--- src/rtl/bsg_manycore_pkg.sv ---
// Shared wormhole definitions for the manycore edge concentrator:
// header layout, ruche lane indices and the concentrator FSM states.
package bsg_manycore_pkg;

  localparam int WH_FLIT_WIDTH   = 32;
  localparam int WH_CORD_WIDTH   = 16;
  localparam int WH_LEN_WIDTH    = 4;
  localparam int WH_CID_WIDTH    = 5;
  localparam int WH_RUCHE_FACTOR = 2;

  localparam logic WH_LANE0 = 1'b0;
  localparam logic WH_LANE1 = 1'b1;

  // Header flit layout, LSB first: cord, then len, then cid.
  typedef struct packed {
    logic [WH_CID_WIDTH-1:0]  cid;
    logic [WH_LEN_WIDTH-1:0]  len;
    logic [WH_CORD_WIDTH-1:0] cord;
  } wh_header_s;

  // IDLE: heads are headers and are arbitrated. LOCKED: one lane owns the link.
  typedef enum logic {
    WH_ST_IDLE   = 1'b0,
    WH_ST_LOCKED = 1'b1
  } wh_conc_state_e;

endpackage

--- src/rtl/bsg_manycore_wh_lane_buffer.sv ---
// Two-entry ready&valid FIFO for one ruche lane. The ready output comes
// straight from a flop, so the upstream ready path is never combinational.
module bsg_manycore_wh_lane_buffer #(
  parameter int width_p = 32
) (
  input  logic               clk_i,
  input  logic               reset_n_i,
  input  logic               v_i,
  input  logic [width_p-1:0] data_i,
  output logic               ready_and_o,
  output logic               v_o,
  output logic [width_p-1:0] data_o,
  input  logic               yumi_i
);

  logic [1:0]         count_q, count_d;
  logic               wr_ptr_q, rd_ptr_q;
  logic               ready_q;
  logic [width_p-1:0] mem_q [2];
  logic               enq, deq;

  assign enq = v_i & ready_q;
  assign deq = yumi_i & (count_q != 2'd0);

  // Occupancy after this cycle's enqueue/dequeue.
  always_comb begin
    count_d = count_q;
    case ({enq, deq})
      2'b10:   count_d = count_q + 2'd1;
      2'b01:   count_d = count_q - 2'd1;
      default: count_d = count_q;
    endcase
  end

  // Pointers, occupancy and the registered ready; ready is low while in reset.
  always_ff @(posedge clk_i or negedge reset_n_i) begin
    if (!reset_n_i) begin
      count_q  <= 2'd0;
      wr_ptr_q <= 1'b0;
      rd_ptr_q <= 1'b0;
      ready_q  <= 1'b0;
    end else begin
      count_q  <= count_d;
      wr_ptr_q <= wr_ptr_q ^ enq;
      rd_ptr_q <= rd_ptr_q ^ deq;
      ready_q  <= (count_d != 2'd2);
    end
  end

  // Storage needs no reset; occupancy qualifies every read.
  always_ff @(posedge clk_i) begin
    if (enq) mem_q[wr_ptr_q] <= data_i;
  end

  assign ready_and_o = ready_q;
  assign v_o         = (count_q != 2'd0);
  assign data_o      = mem_q[rd_ptr_q];

endmodule

--- src/rtl/bsg_manycore_wh_edge_concentrator.sv ---
// Merges the two west-edge wormhole ruche lanes into one link. Packets are
// granted round-robin at header boundaries and a granted packet keeps the
// link until its last body flit, so flits of different packets never mix.
module bsg_manycore_wh_edge_concentrator
  import bsg_manycore_pkg::*;
#(
  parameter int wh_flit_width_p = 32,
  parameter int wh_cord_width_p = 16,
  parameter int wh_len_width_p  = 4,
  parameter int wh_cid_width_p  = 5
) (
  input  logic                         clk_i,
  input  logic                         reset_n_i,
  input  logic [1:0]                   in_v_i,
  input  logic [2*wh_flit_width_p-1:0] in_data_i,
  output logic [1:0]                   in_ready_and_o,
  output logic                         out_v_o,
  output logic [wh_flit_width_p-1:0]   out_data_o,
  input  logic                         out_ready_and_i
);

  localparam int hdr_width_lp = wh_cid_width_p + wh_len_width_p + wh_cord_width_p;

  if (hdr_width_lp > wh_flit_width_p) begin : g_bad_hdr
    $error("wormhole header fields do not fit in one flit");
  end

  logic [1:0]                 head_v;
  logic [1:0]                 yumi;
  logic [wh_flit_width_p-1:0] head_data [2];

  for (genvar r = 0; r < WH_RUCHE_FACTOR; r++) begin : g_lane
    bsg_manycore_wh_lane_buffer #(.width_p(wh_flit_width_p)) u_buf (
      .clk_i       (clk_i),
      .reset_n_i   (reset_n_i),
      .v_i         (in_v_i[r]),
      .data_i      (in_data_i[r*wh_flit_width_p +: wh_flit_width_p]),
      .ready_and_o (in_ready_and_o[r]),
      .v_o         (head_v[r]),
      .data_o      (head_data[r]),
      .yumi_i      (yumi[r])
    );
  end

  wh_conc_state_e            state_q, state_d;
  logic                      prio_q, prio_d;
  logic                      lock_lane_q, lock_lane_d;
  logic [wh_len_width_p-1:0] rem_q, rem_d;
  logic                      sel;
  logic                      xfer;
  logic [wh_len_width_p-1:0] head_len;

  // Lane selection: locked lane only, else priority lane first, else the other.
  always_comb begin
    sel     = prio_q;
    out_v_o = 1'b0;
    if (state_q == WH_ST_LOCKED) begin
      sel     = lock_lane_q;
      out_v_o = head_v[lock_lane_q];
    end else if (head_v[prio_q]) begin
      sel     = prio_q;
      out_v_o = 1'b1;
    end else if (head_v[~prio_q]) begin
      sel     = ~prio_q;
      out_v_o = 1'b1;
    end
  end

  assign out_data_o       = head_data[sel];
  assign xfer             = out_v_o & out_ready_and_i;
  assign yumi[WH_LANE0]   = xfer & (sel == WH_LANE0);
  assign yumi[WH_LANE1]   = xfer & (sel == WH_LANE1);
  assign head_len         = out_data_o[wh_cord_width_p +: wh_len_width_p];

  // Next state: lock on a multi-flit header, release after the last body flit.
  always_comb begin
    state_d     = state_q;
    prio_d      = prio_q;
    lock_lane_d = lock_lane_q;
    rem_d       = rem_q;
    if (xfer) begin
      if (state_q == WH_ST_IDLE) begin
        if (head_len == '0) begin
          prio_d = ~sel;
        end else begin
          state_d     = WH_ST_LOCKED;
          lock_lane_d = sel;
          rem_d       = head_len;
        end
      end else begin
        rem_d = rem_q - 1'b1;
        if (rem_q == {{(wh_len_width_p-1){1'b0}}, 1'b1}) begin
          state_d = WH_ST_IDLE;
          prio_d  = ~lock_lane_q;
        end
      end
    end
  end

  // FSM registers; reset drops any partial packet and returns priority to lane 0.
  always_ff @(posedge clk_i or negedge reset_n_i) begin
    if (!reset_n_i) begin
      state_q     <= WH_ST_IDLE;
      prio_q      <= WH_LANE0;
      lock_lane_q <= WH_LANE0;
      rem_q       <= '0;
    end else begin
      state_q     <= state_d;
      prio_q      <= prio_d;
      lock_lane_q <= lock_lane_d;
      rem_q       <= rem_d;
    end
  end

endmodule

--- config.mk ---
export PLATFORM = sky130hd
export DESIGN_NAME = bsg_manycore_wh_edge_concentrator
export DESIGN_NICKNAME = d
export VERILOG_FILES = /design/src/rtl/bsg_manycore_pkg.sv /design/src/rtl/bsg_manycore_wh_lane_buffer.sv /design/src/rtl/bsg_manycore_wh_edge_concentrator.sv
export SDC_FILE = /design/constraint.sdc
export NUM_CORES = 1
export LEC_CHECK = 0
export ABC_AREA = 1
export ABC_CLOCK_PERIOD_IN_PS = 2450
export CORE_ASPECT_RATIO = 2
export CORE_MARGIN = 1
export CORE_UTILIZATION = 40
export CTS_CLUSTER_SIZE = 28
export DETAILED_ROUTE_END_ITERATION = 7
export GPL_ROUTABILITY_DRIVEN = 0
export PLACE_DENSITY = 0.69
export SYNTH_ARGS = -nofsm -noshare
export SYNTH_HDL_FRONTEND = slang
export SYNTH_HIERARCHICAL = 1
export SYNTH_SLANG_ARGS = --single-unit
--- constraint.sdc ---
create_clock -name clk_i -period 2.45 [get_ports clk_i]
set_input_delay 0.6125 -clock clk_i [delete_from_list [all_inputs] [get_ports clk_i]]
set_output_delay 0.6125 -clock clk_i [all_outputs]
set_load 0.02 [all_outputs]
==> impl_summary.log <==
INFO  metric holdCritPathClass = flop to flop
INFO  metric synthesis.yosys.warnings = 6
INFO  metric period_minus_slack = about 2400 ps
INFO  metric tritoncts.num_buffers = 17
INFO  metric post_drt_via_cell_ratio = 4.76
INFO  metric cp_slowest_cell = sky130_fd_sc_hd__dfrtp_1
INFO  metric port_buffers = 103
INFO  metric register_bit_total_from_synthesis = roughly 150
INFO  metric layout.nets = roughly 800
INFO  metric worst_path_most_repeated_cell = sky130_fd_sc_hd__nand2_1
INFO  metric area_added_between_synthesis_and_finish = 32.6%
INFO  metric post_drt_wl_per_cell = ~16 microns
INFO  metric die_area = around 16000 sq um
INFO  metric dpl.cell_count = just under 900
INFO  metric overflow = 0
INFO  metric cellPowerDensity = ~1400 nW/um^2
INFO  metric tritoncts = built
INFO  metric number_of_sinks_handled_by_clock_tree_synthesis = ~150
INFO  metric worstMarginPinSlew = about 320 ps
INFO  metric setup-violations-final = 0
INFO  metric dp_hpwl = slightly above 10 mm
INFO  metric endpoint_kind = output pin
INFO  metric final_common_cell = sky130_fd_sc_hd__nand2_1
INFO  metric via_count_of_the_first_global_routing_pass = about 4700
INFO  metric post_synth_instance_area = 6280 sq um
INFO  metric timing.critical_path.from = g_lane[0].u_buf/count_q[0]$_DFF_PN0_
INFO  metric path_class = flop to output pin
INFO  metric drive_above_1_share = between 20% and 30%
INFO  metric drc = 0
INFO  metric floorplan.die.height = between 150 and 200 microns
INFO  metric core = 15300 sq um
INFO  metric totalWireLength = between 10 and 15 mm
INFO  metric grt_first_pass_wirelength = 22.2 mm
INFO  metric layout.cells.non_filler = between 900 and 1000
INFO  metric filler_cell_count = around 1300
INFO  metric worstPathCellList = inv_2 -> nand2_4 -> inv_1 -> nand2_1 -> nand2_1 -> nand2_2 -> nand2_4 -> inv_4 -> buf_12 -> nand2_1 -> nand2_1 -> buf_2
INFO  metric period_share = ~100%
INFO  metric cts_htree_levels = 4
INFO  metric worst_ep_arrival_time = 1800 ps
INFO  metric number_of_instances_in_the_synthesized_netlist = between 500 and 600
INFO  metric slew_headroom = 78.9%
INFO  metric maxCapViolCount = 0
INFO  metric boundaryPins = around 100
INFO  metric first_pass_iters = 4
INFO  metric synth.lib_cells_used.distinct = 24
INFO  metric maximum_resistive_drop_on_vdd = 0.883 mV
INFO  metric initial_antenna_violation_count = 1
INFO  metric groute.usage.overall = 18.4%
INFO  metric clk_pin_slew_worst_paths = about 60 ps
INFO  metric synth_sequential_area_ratio = 68.0%
INFO  metric cts_buffer_depth = 2
INFO  metric report.final.slew_viol_count = 0
INFO  metric timing.final.hold_violations = 0
INFO  metric avgSynthCellArea = between 10 and 15 sq um
INFO  metric critical_path_required = between 1500 and 2000 ps
INFO  metric cellLeakagePower = 3.56 nW
INFO  metric syn_nets = about 650
INFO  metric hold_buffers = 0
INFO  metric postRouteAntennaNets = 0
INFO  metric fin_skew = about 8 ps
INFO  metric layout_common_cells = sky130_fd_sc_hd__nand2_1 (266), sky130_fd_sc_hd__edfxtp_1 (128), sky130_fd_sc_hd__clkdlybuf4s50_1 (70), sky130_fd_sc_hd__nand2_2 (59), sky130_fd_sc_hd__buf_4 (26)
INFO  metric detailedRoute.firstIterationViolations = between 200 and 250
INFO  metric critical_path.reg2reg.startpoint = g_lane[0].u_buf/count_q[0]$_DFF_PN0_
INFO  metric cp_slowest_stage_delay = ~400 ps
INFO  metric worst_hold_startpoint = prio_q$_DFFE_PN0P_
INFO  metric maximum_number_of_pins_on_one_net_before_global_route_repair = 34
INFO  metric reg2reg_slack = ~310 ps
INFO  metric initial_core_util = 41.1%
INFO  metric floorplan.die.width = approximately 91 microns
INFO  metric rsz_0062_raised_after_global_routing = yes
INFO  metric total_power = 11.6 mW
INFO  metric path_max_fanout = 14
INFO  metric vias = about 4400
INFO  metric root_buffer = sky130_fd_sc_hd__clkbuf_16
INFO  metric run_status = complete, no violations
INFO  metric std_cell_rows = 64
INFO  metric worst_skew_pair.late_latency = about 420 ps
INFO  metric fmax = 414 MHz
INFO  metric worst_setup_path_start_kind = flop
==> layout make-up <==
type                       count  area [sq um]  area share, %
tap                          198           248           2.98
timing repair buffer         138          1340           16.1
multi-input combinational    374          1770           21.3
antenna                        1          2.50         0.0301
sequential                   145          4270           51.3
clock inverter                12           110           1.32
clock buffer                  20           457           5.48
inverter                      30           130           1.56
==> registers in the layout, summed over array words and instances (netlist names) <==
| name | flops |
|---|---|
| g_lane.u_buf/ready_and_o | 2 |
| rem_q | 4 |
| g_lane.u_buf/rd_ptr_q | 2 |
| state_q | 1 |
| g_lane.u_buf/wr_ptr_q | 2 |
| lock_lane_q | 1 |
| g_lane.u_buf/count_q | 4 |
| g_lane.u_buf/mem_q | 128 |
| prio_q | 1 |
==> metal layers <==
layer  global-route usage (%)  vias up  share of wire (%)
li1                         -     2130                  -
met1                     17.4     2076                 36
met2                     34.7      125                 57
met3                     4.20       38                3.4
met4                     12.4        0                4.3
met5                        0        -                  0
==> where the power goes <==
| part | total, mW | internal (mW) | switching [mW] | leakage, nW |
|---|---|---|---|---|
| Combinational | 5.57 | 2.17 | 3.40 | 1.91 |
| Clock | 2.42 | 1.45 | 0.970 | 0.269 |
| Sequential | 3.60 | 3.36 | 0.243 | 1.39 |
| Total | 11.6 | 6.98 | 4.61 | 3.56 |
==> worst max-delay path: cells and delay by family, from the launching register on <==
family | cells | cell delay (ps)
and+or+nand+nor | 7 | 470
DFF | 1 | 400
buffers and inverters | 5 | 510
==> worst paths after layout <==
check                                                        end  cells after the start
min                                           prio_q$_DFFE_PN0P_                      2
max reg2reg                g_lane[1].u_buf/ready_and_o$_DFF_PN0_                     17
max                                                out_data_o[9]                     12
min reg2reg                                   prio_q$_DFFE_PN0P_                      2
min in group asynchronous  g_lane[0].u_buf/ready_and_o$_DFF_PN0_                      2
max in group asynchronous   g_lane[1].u_buf/count_q[1]$_DFF_PN0_                      2
==> metrics by stage <==
stage / hold WS [ps] / worst slack, ps / util (%) / instance area, sq um / setup TNS [ps]
2_1_floorplan: 317 / 461 / - / 6280 / 0
4_1_cts: 507 / -68.8 / 53.1 / 8130 / -118
5_1_grt: 531 / -90.8 / 54.4 / 8330 / -1650
3_5_place_dp: 488 / -48.8 / 50.3 / 7690 / -224
3_3_place_gp: 458 / -8.88 / 50.3 / 7690 / -8.88
6_report: 504 / 37.2 / 54.4 / 8330 / 0
==> kinds of logic after synthesis <==
kind of cell | after synthesis | synth area share, %
compound gates | 11 | 0.916
buf+inv | 51 | 5.08
fa+ha+maj | 8 | 1.59
flops | 145 | 68.0
simple gates | 351 | 23.9
xor+xnor | 4 | 0.558
==> synth_stat cells <==
master,n,area [sq um]
sky130_fd_sc_hd__a21oi_1,5,25.0
sky130_fd_sc_hd__buf_12,2,40.0
sky130_fd_sc_hd__buf_2,7,35.0
sky130_fd_sc_hd__buf_4,5,37.5
sky130_fd_sc_hd__buf_6,7,78.8
sky130_fd_sc_hd__dfrtp_1,17,425
sky130_fd_sc_hd__edfxtp_1,128,3840
sky130_fd_sc_hd__ha_1,8,100
sky130_fd_sc_hd__inv_1,26,97.6
sky130_fd_sc_hd__inv_2,2,7.51
sky130_fd_sc_hd__inv_8,2,22.5
sky130_fd_sc_hd__nand2_1,288,1080
sky130_fd_sc_hd__nand2_2,38,238
sky130_fd_sc_hd__nand2_4,2,22.5
sky130_fd_sc_hd__nand3_1,12,60.1
sky130_fd_sc_hd__nand3_2,2,20.0
sky130_fd_sc_hd__nand3_4,1,17.5
sky130_fd_sc_hd__nand4_1,3,18.8
sky130_fd_sc_hd__nor2_1,3,11.3
sky130_fd_sc_hd__nor2_4,1,11.3
sky130_fd_sc_hd__nor2_8,1,20.0
sky130_fd_sc_hd__o21a_1,1,7.51
sky130_fd_sc_hd__o21ai_0,5,25.0
sky130_fd_sc_hd__xor2_1,4,35.0
==> timing repair <==
item | in CTS | in global routing
pin swaps | 0 | 3
gates resized for setup | 133 | 65
setup endpoints to repair | 33 | 32
setup buffers | 0 | 3
(Power assumes the default switching activity.)
